### src/rtl/regfile_write_arbiter_pkg.sv
// rtl/regfile_write_arbiter_pkg.sv - shared types and defaults for the register-file write arbiter
package regfile_write_arbiter_pkg;

    typedef enum logic {ARB_INIT, ARB_RUN} arb_state_t;

    parameter int DBG_STARVE_LIMIT_DEFAULT = 8;

endpackage

### src/rtl/regfile_write_arbiter.sv
// rtl/regfile_write_arbiter.sv - shares the register-file write port between init, writeback and debug
// Init zeroes x1..NUM_REGS-1 after reset; afterwards writeback always wins and debug takes idle cycles.
module regfile_write_arbiter
    import regfile_write_arbiter_pkg::*;
#(
    parameter int                NUM_REGS     = 32,
    parameter int                ADDR_W       = 5,
    parameter int                DATA_W       = 32,
    parameter logic [DATA_W-1:0] INIT_VALUE   = '0,
    parameter int                STARVE_LIMIT = DBG_STARVE_LIMIT_DEFAULT
) (
    input  logic              CLK,
    input  logic              RST,
    input  logic              REG_W_En_W,
    input  logic [ADDR_W-1:0] RD_W,
    input  logic [DATA_W-1:0] Result_W,
    input  logic              DBG_Req,
    input  logic [ADDR_W-1:0] DBG_Addr,
    input  logic [DATA_W-1:0] DBG_Data,
    output logic              DBG_Ack,
    output logic              REG_W_En,
    output logic [ADDR_W-1:0] REG_W_Addr,
    output logic [DATA_W-1:0] REG_W_Data,
    output logic              Stall_Out,
    output logic              Init_Done
);

    localparam int                CNT_W      = $clog2(STARVE_LIMIT + 1);
    localparam logic [ADDR_W-1:0] LAST_IDX   = ADDR_W'(NUM_REGS - 1);
    localparam logic [CNT_W-1:0]  STARVE_MAX = CNT_W'(STARVE_LIMIT);

    arb_state_t        r_state;
    logic [ADDR_W-1:0] r_init_idx;
    logic [CNT_W-1:0]  r_starve_cnt;

    logic w_run;
    logic w_wb_live;
    logic w_grant;

    assign w_run     = (r_state == ARB_RUN);
    // A writeback to x0 is not a real write, so debug may use that cycle.
    assign w_wb_live = REG_W_En_W && (RD_W != '0);
    assign w_grant   = w_run && DBG_Req && !w_wb_live;

    always_ff @(posedge CLK or posedge RST) begin
        if (RST) begin
            r_state      <= ARB_INIT;
            r_init_idx   <= ADDR_W'(1);
            r_starve_cnt <= '0;
        end else begin
            case (r_state)
                ARB_INIT: begin
                    r_init_idx <= r_init_idx + 1'b1;
                    if (r_init_idx == LAST_IDX) begin
                        r_state <= ARB_RUN;
                    end
                end
                ARB_RUN: begin
                    if (DBG_Req && !w_grant) begin
                        if (r_starve_cnt != STARVE_MAX) begin
                            r_starve_cnt <= r_starve_cnt + 1'b1;
                        end
                    end else begin
                        r_starve_cnt <= '0;
                    end
                end
                default: r_state <= ARB_INIT;
            endcase
        end
    end

    // Reset gates the port combinationally so an asserted RST blocks the write in the same cycle.
    always_comb begin
        REG_W_En   = 1'b0;
        REG_W_Addr = '0;
        REG_W_Data = '0;
        DBG_Ack    = 1'b0;
        if (!RST) begin
            if (!w_run) begin
                REG_W_En   = 1'b1;
                REG_W_Addr = r_init_idx;
                REG_W_Data = INIT_VALUE;
            end else if (w_wb_live) begin
                REG_W_En   = 1'b1;
                REG_W_Addr = RD_W;
                REG_W_Data = Result_W;
            end else if (w_grant) begin
                DBG_Ack = 1'b1;
                if (DBG_Addr != '0) begin
                    REG_W_En   = 1'b1;
                    REG_W_Addr = DBG_Addr;
                    REG_W_Data = DBG_Data;
                end
            end
        end
    end

    assign Stall_Out = RST || !w_run || (r_starve_cnt == STARVE_MAX);
    assign Init_Done = !RST && w_run;

endmodule
### config.mk
export PLATFORM = sky130hd
export DESIGN_NAME = regfile_write_arbiter
export DESIGN_NICKNAME = d
export VERILOG_FILES = /design/src/rtl/regfile_write_arbiter_pkg.sv /design/src/rtl/regfile_write_arbiter.sv
export SDC_FILE = /design/constraint.sdc
export NUM_CORES = 1
export LEC_CHECK = 0
export CAP_MARGIN = 20
export CELL_PAD_IN_SITES_DETAIL_PLACEMENT = 0
export CELL_PAD_IN_SITES_GLOBAL_PLACEMENT = 2
export CORE_AREA = 2 2 100 102
export DETAILED_ROUTE_END_ITERATION = 16
export DIE_AREA = 0 0 102 104
export HOLD_SLACK_MARGIN = 0.12
export PLACE_DENSITY = 0.86
export REMOVE_ABC_BUFFERS = 1
export SYNTH_ARGS = -nofsm -noshare
export SYNTH_HDL_FRONTEND = slang
export SYNTH_SLANG_ARGS = --single-unit
export TNS_END_PERCENT = 50
### constraint.sdc
create_clock -name CLK -period 2.67 [get_ports CLK]
set_input_delay 0.6675 -clock CLK [delete_from_list [all_inputs] [get_ports CLK]]
set_output_delay 0.6675 -clock CLK [all_outputs]
set_load 0.01 [all_outputs]
# After elaboration in Yosys (flattened, before gate mapping)
# Index checks and enable logic that the tools add are counted.
[totals]
out_inout_bits = 41
elab_cells = 46
ff_bits = 10
[op_classes]
add_sub_neg = 2
n_eq_ne = 4
n_reduce_logical = 14
mux = 23
[ops]
columns = ["cell", "count"]
rows = [
  ["$mux 32", 5],
  ["$mux 5", 5],
  ["$mux 1", 11],
  ["$reduce_bool 5->1", 2],
  ["$mux 4", 2],
  ["$add 5x1->5 const B", 1],
  ["$eq 5x5->1 const B", 1],
  ["$logic_and 1x1->1", 5],
  ["$add 4x1->4 const B", 1],
  ["$eq 4x4->1 const B", 1],
  ["$logic_not 1->1", 4],
  ["$ne 4x4->1 const B", 1],
  ["$logic_or 1x1->1", 2],
  ["$ne 2x1->1 const B", 1],
  ["$reduce_and 2->1", 1],
]

# Longest topological paths before layout
[logic_depth]
depth_word = 8
depth_mapped = 5

# Worst setup path before layout
# OpenSTA, ideal clock, no wires.
[synth_path]
path_kind = "input -> output"
startpoint = "input RD_W[1]"
endpoint = "output REG_W_Addr[1]"
slack_ns = -0.001
path_buffers = 0
arrival_ns = 2.004
cell_stages = 4
path_cell_list = "or4_4 -> o21ai_4 -> nand3_1 -> a311oi_1"
[synth_via]
elab_chain_cells = 8
[synth_rtl]
columns = ["element", "line_no", "text"]
rows = [
  ["from (decl)", "regfile_write_arbiter.sv:15", "input logic [ADDR_W-1:0] RD_W,"],
  ["$reduce_bool 5->1", "regfile_write_arbiter.sv:42", "assign w_wb_live = REG_W_En_W && (RD_W != '0);"],
  ["$logic_and 1x1->1", "regfile_write_arbiter.sv:42", ""],
  ["$logic_not 1->1", "regfile_write_arbiter.sv:43", "assign w_grant = w_run && DBG_Req && !w_wb_live;"],
  ["$logic_and 1x1->1", "regfile_write_arbiter.sv:43", ""],
  ["$mux 5", "regfile_write_arbiter.sv:87", "end else if (w_grant) begin"],
  ["$mux 5 (*)", "regfile_write_arbiter.sv:83", "end else if (w_wb_live) begin"],
  ["$mux 5 (*)", "regfile_write_arbiter.sv:79", "if (!w_run) begin"],
  ["$mux 5 (*)", "regfile_write_arbiter.sv:78", "if (!RST) begin"],
  ["to (decl)", "regfile_write_arbiter.sv:22", "output logic [ADDR_W-1:0] REG_W_Addr,"],
]
# Every way passes the cells marked *; elsewhere a longest branch is shown, timed or not.

# Final worst setup path
[layout_path]
startpoint = "input RD_W[1]"
endpoint = "output REG_W_Data[26]"
[layout_via]
elab_chain_cells = 8
[layout_rtl]
columns = ["element", "line_no", "text"]
rows = [
  ["$reduce_bool 5->1 (*)", "regfile_write_arbiter.sv:42", ""],
  ["$logic_and 1x1->1 (*)", "regfile_write_arbiter.sv:42", ""],
  ["$logic_not 1->1", "regfile_write_arbiter.sv:43", ""],
  ["$logic_and 1x1->1", "regfile_write_arbiter.sv:43", ""],
  ["$mux 32", "regfile_write_arbiter.sv:87", ""],
  ["$mux 32 (*)", "regfile_write_arbiter.sv:83", ""],
  ["$mux 32 (*)", "regfile_write_arbiter.sv:79", ""],
  ["$mux 32 (*)", "regfile_write_arbiter.sv:78", ""],
  ["to (decl)", "regfile_write_arbiter.sv:23", "output logic [DATA_W-1:0] REG_W_Data,"],
]
# Marked as above.

==> flow_results.xml <==
<?xml version="1.0" encoding="UTF-8"?>
<metrics>
  <group name="worst_setup_path">
    <metric name="critPathLaunchType" unit="">primary input</metric>
    <metric name="endpoint_kind" unit="">output pin</metric>
    <metric name="crit_cells" unit="">8</metric>
    <metric name="timing.rr.start" unit="">r_init_idx[0]$_DFFE_PP1N_</metric>
    <metric name="r2r_cells" unit="">4</metric>
    <metric name="cp.arrival" unit="ns">2.20</metric>
    <metric name="critical_path_class" unit="">in -&gt; out</metric>
    <metric name="cp_common_cell" unit="">sky130_fd_sc_hd__buf_6</metric>
    <metric name="worstPathBufferInverterCount" unit="">4</metric>
    <metric name="critical_path.max_stage_delay" unit="ns">0.56</metric>
    <metric name="cp_data_required_time" unit="ns">2.00</metric>
    <metric name="worstPathCellList" unit="">buf_6 -&gt; or4_4 -&gt; buf_6 -&gt; o21a_4 -&gt; buf_16 -&gt; nand2_2 -&gt; a21oi_1 -&gt; buf_2</metric>
    <metric name="worst-path-max-fanout" unit="">8</metric>
    <metric name="reg2reg_to" unit="">r_init_idx[4]$_DFFE_PP0N_</metric>
    <metric name="r2r_setup_slack" unit="ns">1.18</metric>
    <metric name="slowest_stage" unit="">sky130_fd_sc_hd__or4_4</metric>
    <metric name="cp_top_family" unit="">simple AND/OR/NAND/NOR gates</metric>
  </group>
  <group name="hold_path">
    <metric name="hold_path_end" unit="">r_init_idx[3]$_DFFE_PP0N_</metric>
    <metric name="whs_path_depth" unit="">1</metric>
    <metric name="worstHoldStart" unit="">r_init_idx[3]$_DFFE_PP0N_</metric>
    <metric name="worstHoldPathType" unit="">reg -&gt; reg</metric>
  </group>
  <group name="cts">
    <metric name="ctsHtreeMaxLevel" unit="">1</metric>
    <metric name="clock_buffer_count_from_cts" unit="">3</metric>
    <metric name="post_cts_hold_fix_bufs" unit="">0</metric>
    <metric name="register_clock_pin_slew_on_the_reported_worst_setup_and_hold_paths" unit="ns">0.05</metric>
    <metric name="root_buffer" unit="">sky130_fd_sc_hd__clkbuf_8</metric>
    <metric name="tritoncts" unit="">built</metric>
    <metric name="cts_buffer_depth" unit="">2</metric>
    <metric name="clock_sinks" unit="">10</metric>
    <metric name="clock_insertion_delay_worst_skew" unit="ns">0.24</metric>
  </group>
  <group name="layout">
    <metric name="fin_nets" unit="">409</metric>
    <metric name="final_util" unit="">0.3293</metric>
    <metric name="layout.cells.non_filler" unit="">459</metric>
    <metric name="sequential_cell_area" unit="um2">251.5</metric>
    <metric name="layout-area-overhead-vs-synth" unit="%">160.1</metric>
    <metric name="fill_cells" unit="">1038</metric>
    <metric name="layout-drive-gt1-share" unit="">0.4908</metric>
    <metric name="antenna_cells_inserted" unit="">0</metric>
    <metric name="combined_area_of_the_multi_input_logic_cells" unit="mm2">0.001205</metric>
  </group>
  <group name="global_route">
    <metric name="track_usage" unit="">0.1271</metric>
    <metric name="grt.overflow.total" unit="">0</metric>
    <metric name="grt_max_degree" unit="">25</metric>
    <metric name="grt_pass1_wl" unit="mm">10.70</metric>
    <metric name="grt_pass1_vias" unit="">2094</metric>
    <metric name="antenna_found_initial" unit="">0</metric>
  </group>
  <group name="power">
    <metric name="static_leak" unit="uW">0.001334</metric>
    <metric name="max_vdd_drop" unit="mV">0.1261</metric>
    <metric name="cellPowerDensity" unit="mW/mm2">246.5</metric>
  </group>
  <group name="route">
    <metric name="drt-initial-drc-count" unit="">35</metric>
    <metric name="firstDrtPassIters" unit="">4</metric>
    <metric name="vias_per_cell" unit="">4.292</metric>
    <metric name="routed_wl" unit="mm">7.029</metric>
    <metric name="detail_route.wl_per_cell" unit="um">15.31</metric>
    <metric name="remaining_drc_errors" unit="">0</metric>
    <metric name="ant_nets" unit="">0</metric>
    <metric name="overall_via_count_from_detail_route" unit="">1970</metric>
  </group>
  <group name="sta">
    <metric name="final.setup.tns" unit="ns">-6.371</metric>
    <metric name="finalSetupViolations" unit="">39</metric>
    <metric name="minimum_clock_period_after_layout" unit="ns">2.866</metric>
    <metric name="skew" unit="ns">0.001339</metric>
    <metric name="slew_headroom" unit="">0.7149</metric>
    <metric name="final.period_utilization" unit="">1.074</metric>
    <metric name="layout_setup_ws" unit="ns">-0.1965</metric>
    <metric name="max_freq" unit="MHz">348.9</metric>
    <metric name="unrepaired_setup_endpoints_after_global_routing" unit="">true</metric>
    <metric name="final-max-slew-violation-count" unit="">0</metric>
    <metric name="final_hold_viol_count" unit="">0</metric>
    <metric name="timing_worst_slew_pin_value" unit="ns">0.4258</metric>
  </group>
  <group name="synth">
    <metric name="syn_area_per_cell" unit="um2">6.429</metric>
    <metric name="synth.yosys.seq_area_share" unit="">0.2081</metric>
    <metric name="yosys_register_bits" unit="">10</metric>
    <metric name="synthesis.area" unit="mm2">0.001209</metric>
    <metric name="synthesis.instances" unit="">188</metric>
    <metric name="yosysWarnings" unit="">0</metric>
    <metric name="synth.lib_cells_used.distinct" unit="">30</metric>
  </group>
  <group name="floorplanning">
    <metric name="rows" unit="">36</metric>
    <metric name="design.portCount" unit="">119</metric>
    <metric name="floorplan.initialDensity" unit="">0.1266</metric>
    <metric name="floorplan.core_area" unit="mm2">0.009549</metric>
    <metric name="fp.dieW" unit="um">102</metric>
    <metric name="die-area" unit="mm2">0.01061</metric>
    <metric name="die_h" unit="um">104</metric>
  </group>
  <group name="run_status">
    <metric name="status" unit="">complete, but fails checks</metric>
    <metric name="violations" unit="">negative setup slack</metric>
  </group>
  <group name="placement">
    <metric name="dp_hpwl" unit="mm">4.707</metric>
    <metric name="port_buffers" unit="">118</metric>
    <metric name="gp_congestion" unit="">0.7680</metric>
    <metric name="dp.cells" unit="">443</metric>
  </group>
  <group name="run">
    <metric name="drv_cap" unit="">0</metric>
  </group>
</metrics>
[worst max-delay path by stage]
stage | startpoint | endpoint
after floorplan | RD_W[1] | REG_W_Addr[1]
after global placement | RD_W[1] | REG_W_Data[14]
after detailed placement | RD_W[1] | REG_W_Data[28]
after CTS | RD_W[2] | REG_W_Data[19]
after global routing | RD_W[1] | REG_W_Data[28]
final | RD_W[1] | REG_W_Data[26]
[timing repair]
item / in CTS / in global routing
hold endpoints to repair: 0 / 0
pin swaps: 32 / 37
gates cloned: 7 / 2
buffers inserted: 5 / 1
resized for setup: 243 / 52
endpoints found under the setup margin: 41 / 41
[synthesized netlist by cell type]
| library cell | count | share of area |
|---|---|---|
| sky130_fd_sc_hd__dfrtp_1 | 9 | 0.19 |
| sky130_fd_sc_hd__nand2_1 | 41 | 0.13 |
| sky130_fd_sc_hd__nand2b_1 | 1 | 0.0052 |
| sky130_fd_sc_hd__nor3_1 | 1 | 0.0041 |
| sky130_fd_sc_hd__nand4b_1 | 1 | 0.0072 |
| sky130_fd_sc_hd__clkbuf_2 | 1 | 0.0041 |
| sky130_fd_sc_hd__o2bb2ai_1 | 3 | 0.022 |
| sky130_fd_sc_hd__clkbuf_1 | 10 | 0.031 |
| sky130_fd_sc_hd__o22ai_1 | 1 | 0.0052 |
| sky130_fd_sc_hd__o21ai_0 | 2 | 0.0083 |
| sky130_fd_sc_hd__and3_1 | 2 | 0.010 |
| sky130_fd_sc_hd__or2_2 | 1 | 0.0052 |
| sky130_fd_sc_hd__o211ai_1 | 1 | 0.0062 |
| sky130_fd_sc_hd__buf_6 | 3 | 0.028 |
| sky130_fd_sc_hd__xnor2_1 | 3 | 0.022 |
| sky130_fd_sc_hd__or4_4 | 1 | 0.0093 |
| sky130_fd_sc_hd__nand3b_1 | 1 | 0.0062 |
| sky130_fd_sc_hd__dfstp_2 | 1 | 0.022 |
| sky130_fd_sc_hd__buf_2 | 3 | 0.012 |
| sky130_fd_sc_hd__nor2_1 | 6 | 0.019 |
| sky130_fd_sc_hd__a21oi_1 | 34 | 0.14 |
| sky130_fd_sc_hd__ha_1 | 4 | 0.041 |
| sky130_fd_sc_hd__inv_1 | 6 | 0.019 |
| sky130_fd_sc_hd__a211oi_1 | 1 | 0.0062 |
| sky130_fd_sc_hd__nand3_1 | 40 | 0.17 |
| sky130_fd_sc_hd__o21ai_4 | 1 | 0.013 |
| sky130_fd_sc_hd__mux2_2 | 2 | 0.019 |
| sky130_fd_sc_hd__o21a_1 | 2 | 0.012 |
| sky130_fd_sc_hd__a311oi_1 | 5 | 0.036 |
| sky130_fd_sc_hd__or4_1 | 1 | 0.0062 |
[logic make-up after synthesis]
family | share of synthesized area
DFF | 0.2081
xor gates and xnor gates | 0.02174
and+or+nand+nor | 0.3654
muxes | 0.01863
adders and majority gates | 0.04141
buffers and inverters | 0.09420
AOI/OAI and AO/OA | 0.2505
[final cells by class]
| type | count | area share |
|---|---|---|
| Inverter | 6 | 0.007163 |
| Multi-Input combinational cell | 155 | 0.3832 |
| Sequential cell | 10 | 0.07998 |
| Timing Repair Buffer | 151 | 0.4592 |
| Clock buffer | 4 | 0.01751 |
| Tap cell | 133 | 0.05292 |
[where the power goes]
| group | switching (uW) | internal, uW |
|---|---|---|
| Combinational | 186 | 238 |
| Clock | 65.8 | 130 |
| Sequential | 1.18 | 153 |
| Total | 254 | 522 |
[layout by cell type (no fill, tap or decap), drive strengths merged, types with 2 or more instances in the layout]
cell,instances
xnor2,3
buf,75
o21ai,3
a311oi,5
o2bb2ai,3
inv,6
nor2,6
dfrtp,9
o21a,2
a21oi,34
clkdlybuf4s50,69
ha,4
nand3,40
mux2,2
and3,2
or4,2
nand2,41
clkbuf,6
dlygate4sd2,2
clkdlybuf4s15,2
[sequential cells by signal (all words and copies together) (netlist names)]
signal / count
r_init_idx: 5
r_starve_cnt: 4
r_state: 1
[stage by stage]
stage	setup WS (ns)	area, um2	hold WS [ns]	power [uW]
global placement	-0.9400	2660	0.4875	504.8
floorplan	-0.3140	1117	0.4597	255.1
global route	-0.2454	3144	0.5205	820.0
CTS	-0.2869	2929	0.4976	748.9
detailed placement	-0.9885	2660	0.4878	503.5
finish	-0.1965	3144	0.4929	775.1
[routing by layer]
layer,track usage,share of wire,vias up
met1,0.1474,0.40,946
met4,0.02571,0.013,0
met2,0.2345,0.53,67
li1,-,-,948
met5,0,0,-
met3,0.02823,0.064,9
[worst reg2reg max path: cells and delay by family (launching register included)]
kind | cells | cell delay, ns
adders and majority gates | 2 | 0.38
and+or+nand+nor | 1 | 0.18
muxes | 1 | 0.26
DFF | 1 | 0.56
No activity file was read; power rests on OpenSTA's default activity.
